$ cat config.mk
export PLATFORM = sky130hd
export DESIGN_NAME = dm_port_arbiter
export DESIGN_NICKNAME = d
export VERILOG_FILES = /design/src/rtl/dm_port_arbiter.sv
export SDC_FILE = /design/constraint.sdc
export NUM_CORES = 1
export LEC_CHECK = 0
export ABC_AREA = 0
export CAP_MARGIN = 30
export CORE_ASPECT_RATIO = 0.9
export CORE_MARGIN = 3
export CORE_UTILIZATION = 40
export DETAILED_ROUTE_END_ITERATION = 6
export PLACE_DENSITY_LB_ADDON = 0.3
export REMOVE_ABC_BUFFERS = 1
export SETUP_SLACK_MARGIN = 0.5
export SYNTH_ARGS = -nofsm -noshare
export SYNTH_HDL_FRONTEND = slang
export SYNTH_SLANG_ARGS = --single-unit
$ cat constraint.sdc
create_clock -name clk -period 5.79 [get_ports clk]
set_clock_uncertainty 0.2 [all_clocks]
set_input_delay 1.737 -clock clk [delete_from_list [all_inputs] [get_ports clk]]
set_output_delay 1.737 -clock clk [all_outputs]
set_load 0.005 [all_outputs]
$ cat src/rtl/dm_port_arbiter.sv
// dm_port_arbiter: round-robin two-port sequencer in front of the byte-addressed 4 KiB data memory
module dm_port_arbiter #(
  parameter int MEM_BYTES = 4096,
  parameter bit CHECK_ALIGN = 1'b1
) (
  input  logic        clk,
  input  logic        rst_n,
  input  logic        req0_valid,
  output logic        req0_ready,
  input  logic        req0_we,
  input  logic [1:0]  req0_size,
  input  logic [31:0] req0_addr,
  input  logic [31:0] req0_wdata,
  output logic        rsp0_valid,
  input  logic        rsp0_ready,
  output logic [31:0] rsp0_rdata,
  output logic        rsp0_err,
  input  logic        req1_valid,
  output logic        req1_ready,
  input  logic        req1_we,
  input  logic [1:0]  req1_size,
  input  logic [31:0] req1_addr,
  input  logic [31:0] req1_wdata,
  output logic        rsp1_valid,
  input  logic        rsp1_ready,
  output logic [31:0] rsp1_rdata,
  output logic        rsp1_err,
  output logic        mem_wren,
  output logic        mem_sb,
  output logic        mem_lb,
  output logic        mem_lbu,
  output logic [31:0] mem_address,
  output logic [31:0] mem_writeData,
  input  logic [31:0] mem_readData
);
  typedef enum logic [1:0] {IDLE, ACCESS, RESP} state_t;
  state_t state, state_nx;
  logic last_grant, gid, l_we, l_err, win, take, acc, c_we, c_err, rsp_hs;
  logic [1:0] l_size, c_size;
  logic [31:0] l_addr, l_wdata, l_rdata, c_addr, c_wdata;
  // pick the winner and present the winning command; ready is forced low while reset is held
  always_comb begin
    win = (req0_valid & req1_valid) ? ~last_grant : req1_valid;
    req0_ready = rst_n & (state == IDLE) & req0_valid & ~win;
    req1_ready = rst_n & (state == IDLE) & req1_valid & win;
    take = req0_ready | req1_ready;
    c_we = win ? req1_we : req0_we;
    c_size = win ? req1_size : req0_size;
    c_addr = win ? req1_addr : req0_addr;
    c_wdata = win ? req1_wdata : req0_wdata;
    c_err = (c_addr >= 32'(MEM_BYTES)) | (c_size == 2'b11) |
            (CHECK_ALIGN & (c_size == 2'b10) & (c_addr[1:0] != 2'b00));
  end
  // next state: one access cycle per grant, then hold the response until it is taken
  always_comb begin
    state_nx = state;
    rsp_hs = gid ? rsp1_ready : rsp0_ready;
    case (state)
      IDLE:    state_nx = take ? ACCESS : IDLE;
      ACCESS:  state_nx = RESP;
      RESP:    state_nx = rsp_hs ? IDLE : RESP;
      default: state_nx = IDLE;
    endcase
  end
  // state register
  always_ff @(posedge clk or negedge rst_n) begin
    if (!rst_n) state <= IDLE;
    else state <= state_nx;
  end
  // command latch on grant and read-data capture at the end of the access cycle
  always_ff @(posedge clk or negedge rst_n) begin
    if (!rst_n) begin
      last_grant <= 1'b1;
      gid <= 1'b0;
      l_we <= 1'b0;
      l_size <= 2'b00;
      l_addr <= '0;
      l_wdata <= '0;
      l_err <= 1'b0;
      l_rdata <= '0;
    end else begin
      if (take) begin
        gid <= win;
        last_grant <= win;
        l_we <= c_we;
        l_size <= c_size;
        l_addr <= c_addr;
        l_wdata <= c_wdata;
        l_err <= c_err;
      end
      if (acc) l_rdata <= (~l_we & ~l_err) ? mem_readData : '0;
    end
  end
  assign acc = state == ACCESS;
  assign mem_wren = acc & l_we & ~l_err;
  assign mem_sb = acc & l_we & ~l_size[1];
  assign mem_lb = acc & ~l_we & (l_size == 2'b00);
  assign mem_lbu = acc & ~l_we & (l_size == 2'b01);
  assign mem_address = acc ? l_addr : '0;
  assign mem_writeData = acc ? l_wdata : '0;
  assign rsp0_valid = (state == RESP) & ~gid;
  assign rsp1_valid = (state == RESP) & gid;
  assign rsp0_rdata = rsp0_valid ? l_rdata : '0;
  assign rsp1_rdata = rsp1_valid ? l_rdata : '0;
  assign rsp0_err = rsp0_valid & l_err;
  assign rsp1_err = rsp1_valid & l_err;
endmodule

==> impl_results.md <==
* Setup bufs post-CTS at 0
* Clock buffer depth at 2
* Critical path's top delay family: buffers and inverters
* FF-to-FF End: l_wdata[3]
* VDD IR max at 0.000244 V
* Die area at 0.0158 mm^2
* Period minus WS final at 5.14 ns
* Worst skew pair latency at 0.35 ns
* Final ANT Viol Nets at 0
* Max_cap viols at 0
* Hold Path Class: reg -> reg
* Seq/Total Area, Yosys at 0.454
* Core area at 0.0137 mm^2
* Min-delay src: l_addr[19]
* Worst setup path end: req1_ready
* Total Nets Final at 1,009
* Crit path buffers/inverters at 2
* Post-synth cell types at 36
* Die height at 120 um
* Leading area contributor after synthesis: dfrtp_1
* R2r worst-path depth at 5
* Drt first-iter violations at 142
* Share of cells above drive strength 1 at 0.0831
* Setup TNS Final at 0 ns
* DP HPWL at 14.0 mm
* Final Hold Fails at 0
* Leakage at 3.70 nW
* Via-to-Cell Ratio at 4.95
* Antenna Cells at 0
* Port bufs at 309
* Wirelength per Cell at 17.4 um
* Num CTS Buffers at 9
* Crit Path Class: in -> out
* Gr usage total at 0.224
* GPL Wtd Cong at 0.787
* Synthesis Warnings at 0
* PwrDens at 310 mW/mm^2
* Worst r2r src: state[1]
* Worst path max stage delay at 0.53 ns
* Most frequent cells in the layout: clkdlybuf4s50_1 (308), and2_1 (131), dfrtp_1 (103)
* Slew HR at 0.283
* CP Launch Type: primary input
* IO Pins at 310
* WL final at 18.0 mm
* Cell Area, Synth at 0.00574 mm^2
* DIE WIDTH at 132 um
* CTS root buf: clkbuf_16
* CTS tree: built
* CP most frequent cell: clkdlybuf4s50_1
* WP data required at 3.85 ns
* Post-cts sizing count at 0
* Average cell area after synthesis at 10.4 um^2
* First-pass GRT wire length at 28.2 mm
* Largest net degree at the start of global routing at 72
* Largest cells by area after synthesis: dfrtp_1 (45%), and2_1 (14%), mux2i_1 (12%)
* Initial antenna violation count at 0
* Vias post-DR at 5,103
* Crit path depth at 4
* Clk sink count at 104
* Fmax at 194 MHz
* CP Launch Point: req1_valid
* Fin cells at 1,031
* Final setup violation count at 0
* Yosys reg bits at 104
* Hold-fix buffers, CTS at 0
* Critical path's slowest cell: clkdlybuf4s50_1
* RSZ-0062 raised after global routing: false
* Outcome: complete, no violations
* Synth Instances at 552
* Largest fanout on the critical path at 4
* Least-Margin Pin Slew at 1.07 ns
* Yosys top cell area share at 0.449
* First-pass DRT Iterations at 4
* Final Slew Violations at 0
* Final Cycle Share at 0.888
* Worst-path clk slew at 0.07 ns
* Crit end category: output pin
* Vias in the first global route at 5,264
* Initial core utilization at 0.420
* Crit-path cells: clkdlybuf4s50_1 > a21boi_4 > and2_1 > clkdlybuf4s50_1
* Grt ovf at 0
* Most common cell after layout, fill and taps aside: clkdlybuf4s50_1
* Residual DRC at 0
* Critical Path AT at 3.20 ns
* Synthesis-to-finish area growth at 59.7%
* Placed Cells at 1,015
* Flop2flop setup slack at 3.29 ns
* FP Rows at 40
* H-tree depth at 3
## flip-flops by register name, summed over array words and instances (netlist names)
name	flops
l_err	1
l_wdata	32
l_we	1
l_rdata	32
state	2
gid	1
l_addr	32
last_grant	1
l_size	2
## layout make-up
cell class | count | area [um^2]
Clock buffer | 11 | 243
Clock inverter | 5 | 56.3
Fill cell | 1049 | 4500
Inverter | 1 | 3.75
Multi-Input combinational cell | 404 | 2790
Sequential cell | 104 | 2600
Tap cell | 189 | 236
Timing Repair Buffer | 317 | 3220
## power breakdown
group / switching (W) / internal [W]
clock network: 0.000270 / 0.000347
logic: 0.000525 / 0.000608
registers: 0.000127 / 0.000962
total: 0.000921 / 0.00192
## worst min path at each step
stage / end / slack [ns] / depth (start not counted)
2_1_floorplan: l_rdata[0] / 0.28 / 1
3_3_place_gp: l_addr[2] / 0.29 / 2
3_5_place_dp: l_addr[2] / 0.30 / 2
4_1_cts: l_wdata[17] / 0.31 / 2
5_1_grt: l_addr[19] / 0.33 / 2
6_report: l_addr[19] / 0.31 / 2
## worst min-delay path: stages (launching register included)
cell	delay, ns
dfrtp_1	0.34
nor2_1	0.05
a21oi_2	0.09
## Yosys cell counts (all sizes together)
master and number:
buf 30, mux2 1, o21a 1, nand2b 1
and2 131, nor2 71, a21boi 1, clkbuf 13
nor2b 1, nor4b 1, o21ai 2, a22o 32
or2b 1, dfrtp 103, inv 1, nor3b 3
nor4 11, nor3 1, a21o 1, nand2 2
nand3 1, a31oi 2, dfstp 1, nand4b 1
mux2i 67, nand4 2, a21oi 68, o31ai 2
## cells by family after synthesis
| kind of cell | after synthesis | synth area share |
|---|---|---|
| flops | 104 | 0.454 |
| mux | 68 | 0.119 |
| compound gates | 109 | 0.144 |
| simple gates | 227 | 0.220 |
| buf+inv | 44 | 0.0635 |
## stage by stage
step           instance area [um^2]  setup WS, ns  utilization  hold slack [ns]  total power, W
2_1_floorplan                  5380         -3.10            -            0.279         0.00167
3_3_place_gp                   8780         0.720        0.642            0.290         0.00219
3_5_place_dp                   8860         0.652        0.649            0.298         0.00225
4_1_cts                        9160         0.648        0.670            0.313         0.00288
5_1_grt                        9160         0.589        0.670            0.331         0.00302
6_report                       9160         0.649        0.670            0.310         0.00284
## routing by layer
metal | up-vias | wire length, um | global-route usage | share of wire
li1 | 2460 | - | - | -
met1 | 2390 | 6850 | 0.254 | 0.38
met2 | 225 | 9080 | 0.393 | 0.50
met3 | 28 | 1640 | 0.0838 | 0.091
met4 | 0 | 415 | 0.0701 | 0.023
met5 | - | 0 | 0 | 0
No activity file was read; power rests on OpenSTA's default activity.
